$ cat src/rtl/ex_muldiv_if.sv
// ex_muldiv_if: request/result bundle between the EX-stage decoder side and the
// HI/LO multiply/divide unit. Signal names match the original flat port list.
interface ex_muldiv_if #(
    parameter int unsigned WIDTH = 32
);
    logic             start;
    logic [2:0]       op;
    logic [WIDTH-1:0] a;
    logic [WIDTH-1:0] b;
    logic             flush;
    logic             busy;
    logic             done;
    logic             div_by_zero;
    logic [WIDTH-1:0] HI;
    logic [WIDTH-1:0] LO;

    modport master (
        output start, op, a, b, flush,
        input  busy, done, div_by_zero, HI, LO
    );

    modport slave (
        input  start, op, a, b, flush,
        output busy, done, div_by_zero, HI, LO
    );
endinterface

$ cat src/rtl/ex_muldiv.sv
// ex_muldiv: multi-cycle multiply/divide unit owning the HI/LO registers.
// MULT/MULTU: shift-add, one multiplier bit per cycle.
// DIV/DIVU: restoring division, one quotient bit per cycle.
// Signed ops work on magnitudes and fix the sign at the final write.
// Build option MULDIV_FAST_MUL_EN: single-cycle combinational multiply.
module ex_muldiv #(
    parameter int unsigned WIDTH = 32
) (
    input logic        clk_in,
    input logic        rst_in,
    ex_muldiv_if.slave bus
);
    localparam int unsigned   CW       = $clog2(WIDTH + 1);
    localparam logic [CW-1:0] LAST_CNT = CW'(WIDTH - 1);

    typedef enum logic [1:0] {
        S_IDLE,
        S_MUL_RUN,
        S_DIV_RUN
    } state_t;

    typedef enum logic [2:0] {
        OP_MULT  = 3'b000,
        OP_MULTU = 3'b001,
        OP_DIV   = 3'b010,
        OP_DIVU  = 3'b011,
        OP_MTHI  = 3'b100,
        OP_MTLO  = 3'b101,
        OP_NOP6  = 3'b110,
        OP_NOP7  = 3'b111
    } op_t;

    state_t             state_q, state_d;
    op_t                op_w;
    logic               accept;
    logic               signed_op;
    logic [WIDTH-1:0]   a_mag_in, b_mag_in;

    logic [WIDTH-1:0]   a_mag_q, b_mag_q;
    logic               sgn_a_q, sgn_b_q;
    logic [2*WIDTH-1:0] acc_q;
    logic [CW-1:0]      cnt_q;
    logic [WIDTH-1:0]   hi_q, lo_q;
    logic               done_q, dbz_q;

    logic               cnt_last;
    logic               mul_last;
    logic [2*WIDTH-1:0] mul_mag, mul_res;
`ifndef MULDIV_FAST_MUL_EN
    logic [WIDTH-1:0]   mul_addend;
    logic [WIDTH:0]     mul_sum;
    logic [2*WIDTH-1:0] mul_next;
`endif
    logic [WIDTH:0]     div_shift;
    logic               div_ge;
    logic [WIDTH-1:0]   div_diff, div_rem;
    logic [2*WIDTH-1:0] div_next;
    logic [WIDTH-1:0]   quo_res, rem_res, a_orig;
    logic               div_zero;

    // Decode the request and form operand magnitudes for signed ops.
    always_comb begin
        op_w      = op_t'(bus.op);
        accept    = (state_q == S_IDLE) && bus.start && !bus.flush;
        signed_op = (op_w == OP_MULT) || (op_w == OP_DIV);
        a_mag_in  = (signed_op && bus.a[WIDTH-1]) ? -bus.a : bus.a;
        b_mag_in  = (signed_op && bus.b[WIDTH-1]) ? -bus.b : bus.b;
    end

    // Per-cycle multiply/divide step and the sign-corrected final results.
    always_comb begin
        cnt_last = (cnt_q == LAST_CNT);

`ifdef MULDIV_FAST_MUL_EN
        mul_last = 1'b1;
        mul_mag  = {{WIDTH{1'b0}}, a_mag_q} * {{WIDTH{1'b0}}, b_mag_q};
`else
        // acc_q = {partial product, remaining multiplier bits}; the carry out
        // of the add lands in the MSB as the whole accumulator shifts right.
        mul_last   = cnt_last;
        mul_addend = acc_q[0] ? a_mag_q : '0;
        mul_sum    = {1'b0, acc_q[2*WIDTH-1:WIDTH]} + {1'b0, mul_addend};
        mul_next   = {mul_sum, acc_q[WIDTH-1:1]};
        mul_mag    = mul_next;
`endif
        mul_res = (sgn_a_q ^ sgn_b_q) ? -mul_mag : mul_mag;

        // acc_q = {partial remainder, dividend bits still to shift in}; the
        // remainder stays below the divisor, so the difference fits WIDTH bits.
        div_shift = acc_q[2*WIDTH-1:WIDTH-1];
        div_ge    = (div_shift >= {1'b0, b_mag_q});
        div_diff  = div_shift[WIDTH-1:0] - b_mag_q;
        div_rem   = div_ge ? div_diff : div_shift[WIDTH-1:0];
        div_next  = {div_rem, acc_q[WIDTH-2:0], div_ge};

        quo_res  = (sgn_a_q ^ sgn_b_q) ? -div_next[WIDTH-1:0] : div_next[WIDTH-1:0];
        rem_res  = sgn_a_q ? -div_next[2*WIDTH-1:WIDTH] : div_next[2*WIDTH-1:WIDTH];
        a_orig   = sgn_a_q ? -a_mag_q : a_mag_q;
        div_zero = (b_mag_q == '0);
    end

    // FSM state register.
    always_ff @(posedge clk_in or posedge rst_in) begin
        if (rst_in) begin
            state_q <= S_IDLE;
        end else begin
            state_q <= state_d;
        end
    end

    // FSM next-state: flush wins over everything, including a new start.
    always_comb begin
        state_d = state_q;
        if (bus.flush) begin
            state_d = S_IDLE;
        end else begin
            case (state_q)
                S_IDLE: begin
                    if (bus.start) begin
                        case (op_w)
                            OP_MULT, OP_MULTU: state_d = S_MUL_RUN;
                            OP_DIV, OP_DIVU:   state_d = S_DIV_RUN;
                            default:           state_d = S_IDLE;
                        endcase
                    end
                end
                S_MUL_RUN: if (mul_last) state_d = S_IDLE;
                S_DIV_RUN: if (cnt_last) state_d = S_IDLE;
                default:   state_d = S_IDLE;
            endcase
        end
    end

    // FSM outputs and architectural register views.
    always_comb begin
        bus.busy        = (state_q != S_IDLE);
        bus.done        = done_q;
        bus.div_by_zero = dbz_q;
        bus.HI          = hi_q;
        bus.LO          = lo_q;
    end

    // Datapath: operand latch, iteration, HI/LO write and status flags.
    always_ff @(posedge clk_in or posedge rst_in) begin
        if (rst_in) begin
            a_mag_q <= '0;
            b_mag_q <= '0;
            sgn_a_q <= 1'b0;
            sgn_b_q <= 1'b0;
            acc_q   <= '0;
            cnt_q   <= '0;
            hi_q    <= '0;
            lo_q    <= '0;
            done_q  <= 1'b0;
            dbz_q   <= 1'b0;
        end else begin
            done_q <= 1'b0;
            if (bus.flush) begin
                cnt_q <= '0;
            end else if (accept) begin
                cnt_q   <= '0;
                a_mag_q <= a_mag_in;
                b_mag_q <= b_mag_in;
                sgn_a_q <= signed_op & bus.a[WIDTH-1];
                sgn_b_q <= signed_op & bus.b[WIDTH-1];
                case (op_w)
                    OP_MULT, OP_MULTU: begin
                        acc_q <= {{WIDTH{1'b0}}, b_mag_in};
                        dbz_q <= 1'b0;
                    end
                    OP_DIV, OP_DIVU: begin
                        acc_q <= {{WIDTH{1'b0}}, a_mag_in};
                    end
                    OP_MTHI: begin
                        hi_q   <= bus.a;
                        done_q <= 1'b1;
                        dbz_q  <= 1'b0;
                    end
                    OP_MTLO: begin
                        lo_q   <= bus.a;
                        done_q <= 1'b1;
                        dbz_q  <= 1'b0;
                    end
                    default: begin
                        dbz_q <= 1'b0;
                    end
                endcase
            end else begin
                case (state_q)
                    S_MUL_RUN: begin
`ifndef MULDIV_FAST_MUL_EN
                        acc_q <= mul_next;
`endif
                        cnt_q <= cnt_q + CW'(1);
                        if (mul_last) begin
                            hi_q   <= mul_res[2*WIDTH-1:WIDTH];
                            lo_q   <= mul_res[WIDTH-1:0];
                            done_q <= 1'b1;
                            cnt_q  <= '0;
                        end
                    end
                    S_DIV_RUN: begin
                        acc_q <= div_next;
                        cnt_q <= cnt_q + CW'(1);
                        if (cnt_last) begin
                            if (div_zero) begin
                                hi_q <= a_orig;
                                lo_q <= '1;
                            end else begin
                                hi_q <= rem_res;
                                lo_q <= quo_res;
                            end
                            dbz_q  <= div_zero;
                            done_q <= 1'b1;
                            cnt_q  <= '0;
                        end
                    end
                    default: begin
                        cnt_q <= '0;
                    end
                endcase
            end
        end
    end
endmodule

$ cat src/flat_wrapper.sv
// flat-port wrapper written by rule: the top's interface ports become plain ports
module ex_muldiv_flat 
#(
    parameter int unsigned WIDTH = 32
)
  (clk_in, rst_in, bus_start, bus_op, bus_a, bus_b, bus_flush, bus_busy, bus_done, bus_div_by_zero, bus_HI, bus_LO);
  ex_muldiv_if #(.WIDTH(WIDTH)) bus_i ();
  input logic clk_in;
  input logic rst_in;
  input wire logic [$bits(bus_i.start)-1:0] bus_start;
  input wire logic [$bits(bus_i.op)-1:0] bus_op;
  input wire logic [$bits(bus_i.a)-1:0] bus_a;
  input wire logic [$bits(bus_i.b)-1:0] bus_b;
  input wire logic [$bits(bus_i.flush)-1:0] bus_flush;
  output wire logic [$bits(bus_i.busy)-1:0] bus_busy;
  output wire logic [$bits(bus_i.done)-1:0] bus_done;
  output wire logic [$bits(bus_i.div_by_zero)-1:0] bus_div_by_zero;
  output wire logic [$bits(bus_i.HI)-1:0] bus_HI;
  output wire logic [$bits(bus_i.LO)-1:0] bus_LO;
  assign bus_i.start = bus_start;
  assign bus_i.op = bus_op;
  assign bus_i.a = bus_a;
  assign bus_i.b = bus_b;
  assign bus_i.flush = bus_flush;
  assign bus_busy = bus_i.busy;
  assign bus_done = bus_i.done;
  assign bus_div_by_zero = bus_i.div_by_zero;
  assign bus_HI = bus_i.HI;
  assign bus_LO = bus_i.LO;
  ex_muldiv #(.WIDTH(WIDTH)) u_core (.clk_in(clk_in), .rst_in(rst_in), .bus(bus_i));
endmodule
$ cat config.mk
export PLATFORM = sky130hd
export DESIGN_NAME = ex_muldiv_flat
export DESIGN_NICKNAME = d
export VERILOG_FILES = /design/src/rtl/ex_muldiv_if.sv /design/src/rtl/ex_muldiv.sv /design/src/flat_wrapper.sv
export SDC_FILE = /design/constraint.sdc
export NUM_CORES = 1
export LEC_CHECK = 0
export ABC_AREA = 1
export BUFFER_PORTS_ARGS = -buffer_cell sky130_fd_sc_hd__clkbuf_2
export CORE_MARGIN = 3
export CORE_UTILIZATION = 42
export CTS_BUF_LIST = sky130_fd_sc_hd__clkbuf_2
export DETAILED_ROUTE_END_ITERATION = 8
export HOLD_SLACK_MARGIN = 0.15
export PLACE_DENSITY = 0.66
export SLEW_MARGIN = 10
export SYNTH_ARGS = -nofsm -noshare
export SYNTH_HDL_FRONTEND = slang
export SYNTH_SLANG_ARGS = --single-unit
$ cat constraint.sdc
create_clock -name clk_in -period 7.96 [get_ports clk_in]
set_input_delay 1.592 -clock clk_in [delete_from_list [all_inputs] [get_ports clk_in]]
set_output_delay 1.592 -clock clk_in [all_outputs]
set_load 0.02 [all_outputs]
; ---- Word-level counts from Yosys, hierarchy flattened
; Cells that the tools add are included.
[word_totals]
register_bits = 204
input_bits = 71
output_inout_bits = 67
[classes]
n_addsub = 9
magnitude_cmp = 1
eq_ne = 16
mux = 41
n_bitwise = 4
n_reduce_logical = 23
[op_table]
columns = operator, n
row1 = $mux 32, 17
row2 = $pmux 64 s2, 2
row3 = $neg 32->32, 5
row4 = $mux 64, 2
row5 = $pmux 32 s2, 2
row6 = $neg 64->64, 1
row7 = $add 32x32->33, 1
row8 = $ge 33x32->1, 1
row9 = $logic_not 32->1, 1
row10 = $sub 32x32->32, 1
row11 = $mux 6, 4
row12 = $reduce_and 5->1, 2
row13 = $mux 1, 9
row14 = $ne 3x1->1 const B, 3
row15 = $pmux 2 s2, 2
row16 = $reduce_or 2->1, 4
row17 = $add 6x1->6 const B, 1
row18 = $eq 3x2->1 const B, 2
row19 = $eq 3x3->1 const B, 2
row20 = $eq 6x5->1 const B, 1
row21 = $mux 2, 3
row22 = $ne 2x2->1 const B, 3
row23 = $ne 3x3->1 const B, 2
row24 = $reduce_bool 2->1, 3
row25 = 15 further kinds, 20

; ---- Logic depth before layout (Yosys ltp)
[logic_depth]
ltp_word = 8
depth_mapped = 30

; ---- Worst setup path before layout
; Ideal clock, no wire load.
[synth_timing]
path_type = input to register
start = in bus_a[0]
end = reg u_core.acc_q[26]
arrival_time_ns = 3.577
slack_ns = 4.319
path_stages = 19
n_path_buf = 0
path_cell_list = inv_1 > ha_1 > inv_1 > nor3_1 > nand3_1 > nor3_1 > nand2_1 > nor2_1 > nand3_1 > nand2_1 > o21ai_0 > nor2_1 > nand3_1 > nand2_1 > xor2_1 > nand2_1 > o21ai_0 > o22ai_1 > inv_1
[synth_between]
elab_chain_len = 4
[synth_rtl]
columns = element, line_no
row1 = "start, declared", flat_wrapper.sv:12  ; input wire logic [$bits(bus_i.a)-1:0] bus_a;
row2 = $neg 32->32, ex_muldiv.sv:66  ; a_mag_in = (signed_op && bus.a[WIDTH-1]) ? -bus.a : bus.a;
row3 = $mux 32, ex_muldiv.sv:66
row4 = $pmux 64 s2, ex_muldiv.sv:166  ; case (op_w)
row5 = $mux 64, ex_muldiv.sv:160  ; end else if (accept) begin
row6 = "end signal, assigned", ex_muldiv.sv:168  ; acc_q <= {{WIDTH{1'b0}}, b_mag_in};
row7 = "end signal, assigned", ex_muldiv.sv:172  ; acc_q <= {{WIDTH{1'b0}}, a_mag_in};
row8 = "end signal, assigned", ex_muldiv.sv:192  ; acc_q <= mul_next;
row9 = "end, declared", ex_muldiv.sv:41  ; logic [2*WIDTH-1:0] acc_q;
; No other way between the ends. The select of a mux whose other input is x is not followed.
; A chain may end at the register's enable or synchronous reset.

; ---- Worst setup path after layout
[layout_timing]
start = reg u_core.acc_q[0]
end = reg u_core.hi_q[21], in the netlist u_core.bus.HI[21]
[layout_between]
elab_chain_len = 7
[layout_rtl]
columns = element, line_no
row1 = $mux 32 (*), ex_muldiv.sv:81  ; mul_addend = acc_q[0] ? a_mag_q : '0;
row2 = $add 32x32->33 (*), ex_muldiv.sv:82  ; mul_sum = {1'b0, acc_q[2*WIDTH-1:WIDTH]} + {1'b0, mul_addend};
row3 = $neg 64->64, ex_muldiv.sv:86  ; mul_res = (sgn_a_q ^ sgn_b_q) ? -mul_mag : mul_mag;
row4 = $mux 64 (*), ex_muldiv.sv:86
row5 = $mux 32 (*), ex_muldiv.sv:195  ; if (mul_last) begin
row6 = $pmux 32 s2 (*), ex_muldiv.sv:189  ; case (state_q)
row7 = $mux 32 (*), ex_muldiv.sv:160
row8 = "end signal, assigned", ex_muldiv.sv:175  ; hi_q <= bus.a;
row9 = "end signal, assigned", ex_muldiv.sv:196  ; hi_q <= mul_res[2*WIDTH-1:WIDTH];
row10 = "end signal, assigned", ex_muldiv.sv:207  ; hi_q <= a_orig;
row11 = "end, declared", ex_muldiv.sv:43  ; logic [WIDTH-1:0] hi_q, lo_q;
; Every way passes the cells marked *; elsewhere a longest branch is shown, timed or not. The select of a mux whose other input is x is not followed.

==> summary.txt <==
Global routing
  – Total track usage: 0.339
  – GR Overflow Total: 0
  – Layer with the highest usage: met2
  – Met3 Usage GRT: 0.0694
  – GR met2 Demand/Resource: 0.519
  – Met1 GRT Util: 0.442
  – Number of global-route vias before repair: 22600
  – Initial antenna violation count: 6
  – Global-route wire length before repair: 138 mm
  – Largest net degree at the start of global routing: 82

Clock tree
  – Clock-pin slew on the worst setup and hold paths: between 0.1 and 0.15 ns
  – CTS root buf: clkbuf_2
  – H-tree levels: 2
  – Clock Latency Late Sink: 1.09 ns
  – TritonCTS buffer count: 56
  – Hold Buf Count CTS: 0
  – Post-CTS Setup Inserts: 0
  – TritonCTS clock tree: built
  – Clk buf depth: 3
  – Total clock sinks: ~200
  – Cts repair resizes: 0

Yosys
  – Netlist cell types: 60
  – Most numerous cell in the Yosys netlist: nand2_1
  – Netlist Area Pre-Place: ~21000 um^2
  – Top cells by area, synth: dfrtp_1, nand2_1, inv_1
  – Yosys top cell area share: 0.240
  – Top post-synthesis cells by count: nand2_1, inv_1, nor2_1, o21ai_0, nand3_1
  – Cell taking the most area after synthesis: dfrtp_1
  – Syn_area_per_cell: 6.02 um^2
  – Post-synth ARST share: 1.00
  – Mapped Nets: between 3000 and 4000
  – Post-synthesis sequential area ratio: 0.240
  – Synth Instances: between 3000 and 4000
  – Post-synth EDFFs: 0
  – Synth Register Bits: between 200 and 250
  – Ys Warns: 0
  – Ys flop type: dfrtp_1

Placement
  – Placed cells: between 4000 and 5000
  – Placer Congestion: roughly 1.1
  – PortBufs: between 100 and 150
  – Dpl cell area: 22400 um^2
  – Post-DP HPWL: between 70 and 80 mm
  – Dpl ws: about 2.8 ns

Power and ir drop
  – Power Total: slightly above 8 mW
  – Leakage power: around 12 nW
  – Pwr dens: approximately 350 nW/um^2
  – Sw frac: 0.599
  – Logic pwr share: 0.680
  – P_int: about 3.3 mW
  – Max VDD drop: between 150 and 200 uV
  – Sequential power share: 0.226
  – P_sw: 4.87 mW
  – Clk pwr share: 0.095

Floorplan
  – Die Y: 231 um
  – Chip width: between 200 and 250 um
  – Rows: 81
  – Full die area: between 50000 and 60000 um^2
  – Core area: 49600 um^2
  – I/O pins: 138
  – Starting Density: 0.430

Worst setup path
  – Crit. End Element: flop
  – CP required: roughly 8.9 ns
  – Worst setup startpoint: u_core.acc_q[0]$_DFFE_PP0P_
  – Crit path launch type: flop
  – Crit path DAT: 5.82 ns
  – CP max FO: 32
  – Crit Path Class: reg2reg
  – R2R Path Start: u_core.acc_q[0]$_DFFE_PP0P_

Run
  – Max cap viols: 0

Cells and area
  – Register Area: 5110 um^2
  – Multi-input gate area: 13600 um^2
  – Fin util: 0.463
  – Layout cells sized above 1: 0.102
  – Post-Layout Inst Area: between 20000 and 25000 um^2
  – Final Instance Count excl. Fillers: about 4300
  – Area Growth Syn to Fin: 7.65%
  – Filler Cell Count: approximately 5500
  – Nets: ~3800

Run status
  – Outcome: finished, final reports clean

Routing
  – Routed Antenna Nets: 0
  – Final WL: 93.5 mm
  – Routed vias/inst: between 5 and 6
  – DRC errors left: 0
  – Via count: 24800
  – Drt pass-1 iters: 8
  – DR iter-0 viols: approximately 3000
  – Routed length per instance: ~22 um

STA
  – Fmax: slightly above 200 MHz
  – Tcrit/Tclk final: 0.618
  – RSZ-0062 raised after global routing: false
  – Worst setup margin: ~3 ns
  – Hold_ws: ~0.48 ns
  – Final hold viol count: 0
  – Crit path time final: between 4 and 5 ns
  – Tightest Pin Transition: roughly 1.2 ns
  – Slew Viols, Final: 0
  – Rel. slew slack: 0.193
  – Setup TNS: 0 ns
  – Setup violators final: 0
  – Skew final: about 0.14 ns

Worst hold path
  – Worst Hold Launch: u_core.cnt_q[0]$_DFF_PP0_
  – HP Class: reg2reg
worst max-delay path, stage by stage, from the launching register on:
cell and delay (ns):
dfrtp_1 0.36, buf_4 0.35, nand2_1 0.09, inv_1 0.07
ha_1 0.15, inv_1 0.05, fa_1 0.36, inv_1 0.08
nand2_1 0.08, o21ai_2 0.38, nand2_1 0.10, nand2_1 0.23
nand3_1 0.10, nand2_1 0.09, xor2_1 0.57, inv_1 0.19
nor2_1 0.17, nand2_1 0.11, nor3_1 0.55, nand2_1 0.12
nand2_1 0.09, o21ai_0 0.09, a21oi_1 0.16, nand2_1 0.11
a21oi_1 0.14
worst paths after layout:
path | end | slack (ns) | depth (start not counted)
setup / recovery | u_core.bus.HI[21]$_DFFE_PP0P_ | 3.04 | 24
hold / removal | u_core.cnt_q[0]$_DFF_PP0_ | 0.48 | 1
setup reg to reg | u_core.bus.HI[21]$_DFFE_PP0P_ | 3.04 | 24
hold reg to reg | u_core.cnt_q[0]$_DFF_PP0_ | 0.48 | 1
max in group asynchronous | u_core.b_mag_q[16]$_DFFE_PP0P_ | 6.01 | 3
min in group asynchronous | u_core.bus.LO[28]$_DFFE_PP0P_ | 0.61 | 2
flip-flops by register name, summed over array words and instances, names as in the netlist:
signal and count:
u_core.acc_q 64, u_core.state_q 2, u_core.sgn_b_q 1, u_core.a_mag_q 32, u_core.cnt_q 6, u_core.b_mag_q 32
u_core.sgn_a_q 1, u_core.bus.div_by_zero 1, u_core.bus.HI 32, u_core.bus.done 1, u_core.bus.LO 32
per-layer routing:
| metal | share of wire | routed length (um) |
|---|---|---|
| met3 | 0.10 | 9610 |
| met2 | 0.43 | 40400 |
| met1 | 0.40 | 37000 |
| met4 | 0.069 | 6490 |
| met5 | 0.00014 | 13 |
area by class of cell:
class                      count  share of cell area
timing repair buffer         160              0.0374
clock inverter                14             0.00273
multi-input combinational   2660               0.594
inverter                     541              0.0889
clock buffer                  81              0.0177
antenna                        6            0.000655
sequential                   204               0.223
tap                          664              0.0362
power groups by stage:
stage / Combinational (mW) / Sequential, mW / Clock, mW
final: 5.52 / 1.83 / 0.770
after detailed placement: 5.34 / 1.83 / 0
after floorplan: 3.64 / 1.83 / 0
after CTS: 5.37 / 1.81 / 0.777
after global placement: 5.35 / 1.83 / 0
after global routing: 6.01 / 1.86 / 0.823
cells in the final DEF, fill, tap and decap left out, types with 23 or more instances in the layout:
master    synthesis  routed
nand2_1         921     921
inv_1           524     521
nor2_1          425     421
o21ai_0         286     286
nand3_1         226     226
clkbuf_2          1     218
dfrtp_1         204     203
a21oi_1         150     149
xor2_1          102     102
nor3_1           74      74
ha_1             74      73
nand4_1          38      38
nand2_2          33      33
o211ai_1         30      30
nor4_1           25      25
nand3b_1         23      23
buf_4             5      23
logic make-up (layout without fill, tap and decap cells):
logic type / Yosys count / after routing / synth area share
AO/OA/AOI/OAI: 634 / 634 / 0.174
AND/OR/NAND/NOR: 1828 / 1828 / 0.368
XOR/XNOR: 122 / 122 / 0.0505
flip-flops: 204 / 204 / 0.240
buffers and inverters: 676 / 796 / 0.123
other: 0 / 6 / 0
adder cells (fa/ha/maj): 76 / 76 / 0.0453
Power figures use the tool's default switching activity.
